## config.mk

```make
export PLATFORM = sky130hd
export DESIGN_NAME = instr_encoder_flat
export DESIGN_NICKNAME = d
export VERILOG_FILES = /design/src/rtl/instr_encoder_if.sv /design/src/rtl/instr_encoder.sv /design/src/flat_wrapper.sv
export SDC_FILE = /design/constraint.sdc
export NUM_CORES = 1
export LEC_CHECK = 0
export CAP_MARGIN = 5
export CORE_ASPECT_RATIO = 0.8
export CORE_MARGIN = 3
export CORE_UTILIZATION = 52
export DETAILED_ROUTE_END_ITERATION = 10
export HOLD_SLACK_MARGIN = 0.15
export PLACE_DENSITY = 0.79
export SLEW_MARGIN = 15
export SYNTH_ARGS = -nofsm -noshare
export SYNTH_HDL_FRONTEND = slang
export SYNTH_SLANG_ARGS = --single-unit
```

## constraint.sdc

```tcl
create_clock -name clk -period 4.1 [get_ports clk]
set_input_delay 0.41 -clock clk [delete_from_list [all_inputs] [get_ports clk]]
set_output_delay 0.41 -clock clk [all_outputs]
set_load 0.01 [all_outputs]
```

## src/rtl/instr_encoder_if.sv

```systemverilog
// Handshake bundle for instr_encoder: request fields in, encoded word stream out.
// The slave modport is the encoder's view; master is the producer/consumer side.
interface instr_encoder_if #(
  parameter int CNT_W = 16
);
  logic             in_valid;
  logic             in_ready;
  logic [1:0]       op;
  logic [1:0]       alu_sel;
  logic [4:0]       rd;
  logic [4:0]       rs1;
  logic [4:0]       rs2;
  logic [12:0]      imm;
  logic             out_valid;
  logic             out_ready;
  logic [31:0]      out_instr;
  logic             err;
  logic [CNT_W-1:0] enc_count;

  modport slave (
    input  in_valid, op, alu_sel, rd, rs1, rs2, imm, out_ready,
    output in_ready, out_valid, out_instr, err, enc_count
  );

  modport master (
    output in_valid, op, alu_sel, rd, rs1, rs2, imm, out_ready,
    input  in_ready, out_valid, out_instr, err, enc_count
  );
endinterface

```

## src/rtl/instr_encoder.sv

```systemverilog
// RV32I encoder for R-type/LW/SW/BEQ requests, queued in a small FIFO and
// streamed out; every output, including in_ready and the FIFO head, is registered.
module instr_encoder #(
  parameter int FIFO_DEPTH = 2,
  parameter int CNT_W      = 16
) (
  input  logic            clk,
  input  logic            rst_n,
  instr_encoder_if.slave  bus
);

  localparam int          AW      = (FIFO_DEPTH > 1) ? $clog2(FIFO_DEPTH) : 1;
  localparam logic [AW:0] DEPTH_C = (AW + 1)'(FIFO_DEPTH);
  localparam logic [AW:0] CNT_ONE = (AW + 1)'(1);
  localparam logic [AW:0] CNT_ZERO = (AW + 1)'(0);
  localparam logic [AW-1:0] PTR_ONE = AW'(1);

  function automatic logic [31:0] encode(
    input logic [1:0]  op,
    input logic [1:0]  alu_sel,
    input logic [4:0]  rd,
    input logic [4:0]  rs1,
    input logic [4:0]  rs2,
    input logic [12:0] imm
  );
    logic [2:0]  f3;
    logic [6:0]  f7;
    logic [31:0] w;
    f3 = 3'b000;
    f7 = 7'b0000000;
    w  = 32'd0;
    case (op)
      2'd0: begin
        case (alu_sel)
          2'd0:    begin f3 = 3'b000; f7 = 7'b0000000; end
          2'd1:    begin f3 = 3'b000; f7 = 7'b0100000; end
          2'd2:    begin f3 = 3'b111; f7 = 7'b0000000; end
          2'd3:    begin f3 = 3'b110; f7 = 7'b0000000; end
          default: begin f3 = 3'b000; f7 = 7'b0000000; end
        endcase
        w = {f7, rs2, rs1, f3, rd, 7'd51};
      end
      2'd1:    w = {imm[11:0], rs1, 3'b010, rd, 7'd3};
      2'd2:    w = {imm[11:5], rs2, rs1, 3'b010, imm[4:0], 7'd35};
      2'd3:    w = {imm[12], imm[10:5], rs2, rs1, 3'b000, imm[4:1], imm[11], 7'd99};
      default: w = 32'd0;
    endcase
    return w;
  endfunction

  logic [31:0]      mem_q [FIFO_DEPTH];
  logic [AW-1:0]    wr_ptr_q, wr_ptr_d;
  logic [AW-1:0]    rd_ptr_q, rd_ptr_d;
  logic [AW:0]      count_q, count_d;
  logic             in_ready_q, in_ready_d;
  logic             out_valid_q, out_valid_d;
  logic [31:0]      out_instr_q, out_instr_d;
  logic             err_q, err_d;
  logic [CNT_W-1:0] enc_count_q, enc_count_d;

  logic        reject_s;
  logic        accept_s;
  logic        push_s;
  logic        pop_s;
  logic [AW:0] remain_s;
  logic [31:0] word_s;

  // Handshake decode, FIFO bookkeeping and next head-of-queue selection.
  always_comb begin
    word_s      = encode(bus.op, bus.alu_sel, bus.rd, bus.rs1, bus.rs2, bus.imm);
    reject_s    = (bus.op == 2'd3) && bus.imm[0];
    accept_s    = bus.in_valid && in_ready_q;
    push_s      = accept_s && !reject_s;
    pop_s       = out_valid_q && bus.out_ready;
    err_d       = accept_s && reject_s;
    wr_ptr_d    = push_s ? (wr_ptr_q + PTR_ONE) : wr_ptr_q;
    rd_ptr_d    = pop_s ? (rd_ptr_q + PTR_ONE) : rd_ptr_q;
    remain_s    = pop_s ? (count_q - CNT_ONE) : count_q;
    count_d     = push_s ? (remain_s + CNT_ONE) : remain_s;
    in_ready_d  = (count_d != DEPTH_C);
    out_valid_d = (count_d != CNT_ZERO);
    enc_count_d = pop_s ? (enc_count_q + CNT_W'(1)) : enc_count_q;
    // A word pushed into a queue that is empty after this cycle's pop becomes the head directly.
    if (count_d == CNT_ZERO) begin
      out_instr_d = 32'd0;
    end else if (remain_s == CNT_ZERO) begin
      out_instr_d = word_s;
    end else begin
      out_instr_d = mem_q[rd_ptr_d];
    end
  end

  // State and output registers with synchronous active-low reset.
  always_ff @(posedge clk) begin
    if (!rst_n) begin
      for (int i = 0; i < FIFO_DEPTH; i++) begin
        mem_q[i] <= 32'd0;
      end
      wr_ptr_q    <= '0;
      rd_ptr_q    <= '0;
      count_q     <= '0;
      in_ready_q  <= 1'b1;
      out_valid_q <= 1'b0;
      out_instr_q <= 32'd0;
      err_q       <= 1'b0;
      enc_count_q <= '0;
    end else begin
      if (push_s) begin
        mem_q[wr_ptr_q] <= word_s;
      end
      wr_ptr_q    <= wr_ptr_d;
      rd_ptr_q    <= rd_ptr_d;
      count_q     <= count_d;
      in_ready_q  <= in_ready_d;
      out_valid_q <= out_valid_d;
      out_instr_q <= out_instr_d;
      err_q       <= err_d;
      enc_count_q <= enc_count_d;
    end
  end

  assign bus.in_ready  = in_ready_q;
  assign bus.out_valid = out_valid_q;
  assign bus.out_instr = out_instr_q;
  assign bus.err       = err_q;
  assign bus.enc_count = enc_count_q;

endmodule

```

## src/flat_wrapper.sv

```systemverilog
// flat-port wrapper written by rule: the top's interface ports become plain ports
module instr_encoder_flat 
#(
  parameter int FIFO_DEPTH = 2,
  parameter int CNT_W      = 16
)
  (clk, rst_n, bus_in_valid, bus_op, bus_alu_sel, bus_rd, bus_rs1, bus_rs2, bus_imm, bus_out_ready, bus_in_ready, bus_out_valid, bus_out_instr, bus_err, bus_enc_count);
  instr_encoder_if #(.CNT_W(CNT_W)) bus_i ();
  input  logic clk;
  input  logic rst_n;
  input wire logic [$bits(bus_i.in_valid)-1:0] bus_in_valid;
  input wire logic [$bits(bus_i.op)-1:0] bus_op;
  input wire logic [$bits(bus_i.alu_sel)-1:0] bus_alu_sel;
  input wire logic [$bits(bus_i.rd)-1:0] bus_rd;
  input wire logic [$bits(bus_i.rs1)-1:0] bus_rs1;
  input wire logic [$bits(bus_i.rs2)-1:0] bus_rs2;
  input wire logic [$bits(bus_i.imm)-1:0] bus_imm;
  input wire logic [$bits(bus_i.out_ready)-1:0] bus_out_ready;
  output wire logic [$bits(bus_i.in_ready)-1:0] bus_in_ready;
  output wire logic [$bits(bus_i.out_valid)-1:0] bus_out_valid;
  output wire logic [$bits(bus_i.out_instr)-1:0] bus_out_instr;
  output wire logic [$bits(bus_i.err)-1:0] bus_err;
  output wire logic [$bits(bus_i.enc_count)-1:0] bus_enc_count;
  assign bus_i.in_valid = bus_in_valid;
  assign bus_i.op = bus_op;
  assign bus_i.alu_sel = bus_alu_sel;
  assign bus_i.rd = bus_rd;
  assign bus_i.rs1 = bus_rs1;
  assign bus_i.rs2 = bus_rs2;
  assign bus_i.imm = bus_imm;
  assign bus_i.out_ready = bus_out_ready;
  assign bus_in_ready = bus_i.in_ready;
  assign bus_out_valid = bus_i.out_valid;
  assign bus_out_instr = bus_i.out_instr;
  assign bus_err = bus_i.err;
  assign bus_enc_count = bus_i.enc_count;
  instr_encoder #(.FIFO_DEPTH(FIFO_DEPTH), .CNT_W(CNT_W)) u_core (.clk(clk), .rst_n(rst_n), .bus(bus_i));
endmodule
```

==> flow_metrics.env <==
export IMPL_outcome="completed"
export IMPL_antenna_found_initial=0
export IMPL_setup_ws_ns=1.53
export IMPL_gp_congestion=0.763
export IMPL_synth_area_leaders="edfxtp_1 (35%), dfxtp_1 (23%), mux2_2 (5.9%)"
export IMPL_slew_headroom=0.423
export IMPL_arrival_ns=2.79
export IMPL_yosys_most_used_dff="edfxtp_1"
export IMPL_first_pass_iters=4
export IMPL_yosys_top_cells_count="nor2_1 (59), edfxtp_1 (56), dfxtp_1 (54)"
export IMPL_final_nets=532
export IMPL_drt_iter0_markers=209
export IMPL_wl_mm=10.3
export IMPL_finalPower_mw=3.08
export IMPL_synthArstFlopShare=0
export IMPL_cp_top_family="buffers and inverters"
export IMPL_vias_per_cell=5.55
export IMPL_timing_hold_ws_ns=0.459
export IMPL_synth_cell_types=46
export IMPL_drive_gt1_frac=0.115
export IMPL_synthesis_area_sq_mm=0.00478
export IMPL_dpl_hpwl_mm=6.93
export IMPL_grt_pass1_wl_mm=16.6
export IMPL_grt_total_usage=0.205
export IMPL_slowest_delay_ns=0.67
export IMPL_ant_nets=0
export IMPL_cts_tree="yes"
export IMPL_crit_buf_inv=2
export IMPL_final_setup_viol_count=0
export IMPL_worstMarginPinSlew_ns=0.865
export IMPL_worstSetupPathDepth=6
export IMPL_die_w_microns=113
export IMPL_cts_resized=0
export IMPL_placed_area_sq_mm=0.00569
export IMPL_worstPathMaxFanout=18
export IMPL_finClkSkew_ns=0.00910
export IMPL_peakVddDrop_v=0.000423
export IMPL_crit_type="in2reg"
export IMPL_drc=0
export IMPL_clk_path_buf_depth=2
export IMPL_wl_per_cell_microns=16.9
export IMPL_std_cell_rows=30
export IMPL_postCtsSetupRepairBufs=0
export IMPL_end_kind="flip-flop"
export IMPL_portBuffers=84
export IMPL_avgSynthCellArea_sq_um=11.6
export IMPL_dieArea_sq_mm=0.0104
export IMPL_p_leak_nw=2.54
export IMPL_dp_cells=590
export IMPL_max_cap_violations=0
export IMPL_cts_buffers=9
export IMPL_hold_viol_final=0
export IMPL_reg2reg_depth=7
export IMPL_ys_ff_latch=110
export IMPL_finalSetupTns_ns=0
export IMPL_synth_top_cell_by_area="edfxtp_1"
export IMPL_finalCritPeriodShare=0.626
export IMPL_syn_inst=412
export IMPL_ys_warn_count=0
export IMPL_cts_root_buf="clkbuf_16"
export IMPL_synth_top_cell_area_share=0.352
export IMPL_pre_cts_ws_ns=1.20
export IMPL_worstPathCellList="clkdlybuf4s50_1 -> nand2_2 -> xor2_4 -> buf_4 -> mux2_2 -> o211a_1"
export IMPL_finalCriticalPeriod_ns=2.57
export IMPL_finalNonFillerCells=606
export IMPL_finish_utilization=0.689
export IMPL_route_vias_total=3364
export IMPL_critPathLaunchType="input pin"
export IMPL_critical_path_slowest_cell="clkdlybuf4s50_1"
export IMPL_overflow=0
export IMPL_initial_core_util=0.548
export IMPL_clk_insertion_delay_late_ns=0.34
export IMPL_drv_slew=0
export IMPL_synth_edf_count=56
export IMPL_fmax_mhz=390
export IMPL_rsz0062_at_grt="false"
export IMPL_area_growth_pct=25.6
export IMPL_hold_path_cell_count=2
export IMPL_final_area_sq_mm=0.00600
export IMPL_grt_pass1_vias=3242
export IMPL_worstPathRequired_ns=4.32
export IMPL_cts_sinks=110
export IMPL_top_level_ports=87
export IMPL_clk_pin_slew_ns=0.07
export IMPL_core_area_sq_mm=0.00871
export IMPL_die_h_microns=91.7
export IMPL_min_path_type="reg2reg"
export IMPL_powerDensity_mw_per_mm2=514
export IMPL_synth_most_common_cell="nor2_1"
export IMPL_seq_area_frac_synth=0.578
export IMPL_antenna_cells=0
export IMPL_cts_htree_levels=3
export IMPL_grt_max_degree=39
export IMPL_hold_buffers=0
==> cell families (layout without fill, tap and decap cells) <==
| family | Yosys count | in the layout | share of synthesized area |
|---|---|---|---|
| and+or+nand+nor | 156 | 156 | 0.158 |
| muxes | 29 | 29 | 0.0684 |
| xor gates and xnor gates | 16 | 16 | 0.0293 |
| other | 1 | 2 | 0.000785 |
| DFF | 110 | 110 | 0.578 |
| buffers and inverters | 31 | 112 | 0.0338 |
| adders and majority gates | 7 | 7 | 0.0183 |
| AOI/OAI and AO/OA | 62 | 62 | 0.113 |
==> area by class of cell <==
type                            count  area, sq um
Fill cell                         667         2710
Inverter                            6         22.5
Multi-Input combinational cell    272         1880
Timing Repair Buffer               90          886
Sequential cell                   110         2760
Clock buffer                       13          282
Tap cell                          112          140
Clock inverter                      3         23.8
==> power breakdown <==
group          total (mW)  internal [mW]  switching (mW)
combinational       0.841          0.413           0.428
sequential           1.38           1.32          0.0618
clock               0.861          0.485           0.375
total                3.08           2.22           0.865
==> per-layer routing <==
metal  part of all wire  routed length, microns  GRT usage
met1               0.45                    4640      0.276
met5                  0                       0          0
met4             0.0046                      47     0.0511
met2               0.48                    4980      0.337
met3              0.058                     598     0.0449
==> worst register-to-register path: cells and delay by family, from the launching register on <==
kind	cells	cell delay, ns
AO/OA/AOI/OAI	3	0.69
XOR/XNOR	1	0.24
adder cells (fa/ha/maj)	1	0.34
buffers and inverters	1	0.29
flip-flops	1	0.54
AND/OR/NAND/NOR	1	0.15
==> flip-flops by register name, summed over array words and instances, names as in the netlist <==
register,flops
u_core.bus.enc_count,16
u_core.bus.err,1
u_core.bus.in_ready,1
u_core.bus.out_instr,29
u_core.bus.out_valid,1
u_core.count_q,2
u_core.mem_q,58
u_core.rd_ptr_q,1
u_core.wr_ptr_q,1
==> final timing paths <==
kind	start	endpoint	slack, ns
setup / recovery	bus_out_ready	u_core.bus.out_instr[19]	1.53
hold / removal	u_core.mem_q[1][0]	u_core.mem_q[1][0]	0.46
setup reg to reg	u_core.bus.out_valid	u_core.bus.out_instr[21]	1.74
hold reg to reg	u_core.mem_q[1][0]	u_core.mem_q[1][0]	0.46
==> layout by cell type (no fill, tap or decap), types with 2 or more instances in the layout <==
master,n
clkdlybuf4s50_1,84
nor2_1,59
edfxtp_1,56
dfxtp_1,54
nand2_1,33
o211a_1,28
mux2_2,25
and2_1,13
nand3_1,12
a22oi_1,10
clkbuf_16,10
xor2_1,8
xnor2_1,7
nand4_1,7
inv_1,6
or3_1,6
nor3_1,6
o21ai_0,6
nand2b_1,6
ha_1,6
buf_4,6
a21oi_1,5
and4_1,4
mux2_1,4
and3_1,2
o21a_1,2
conb_1,2
clkinv_4,2
clkbuf_8,2
Power figures use the tool's default switching activity.
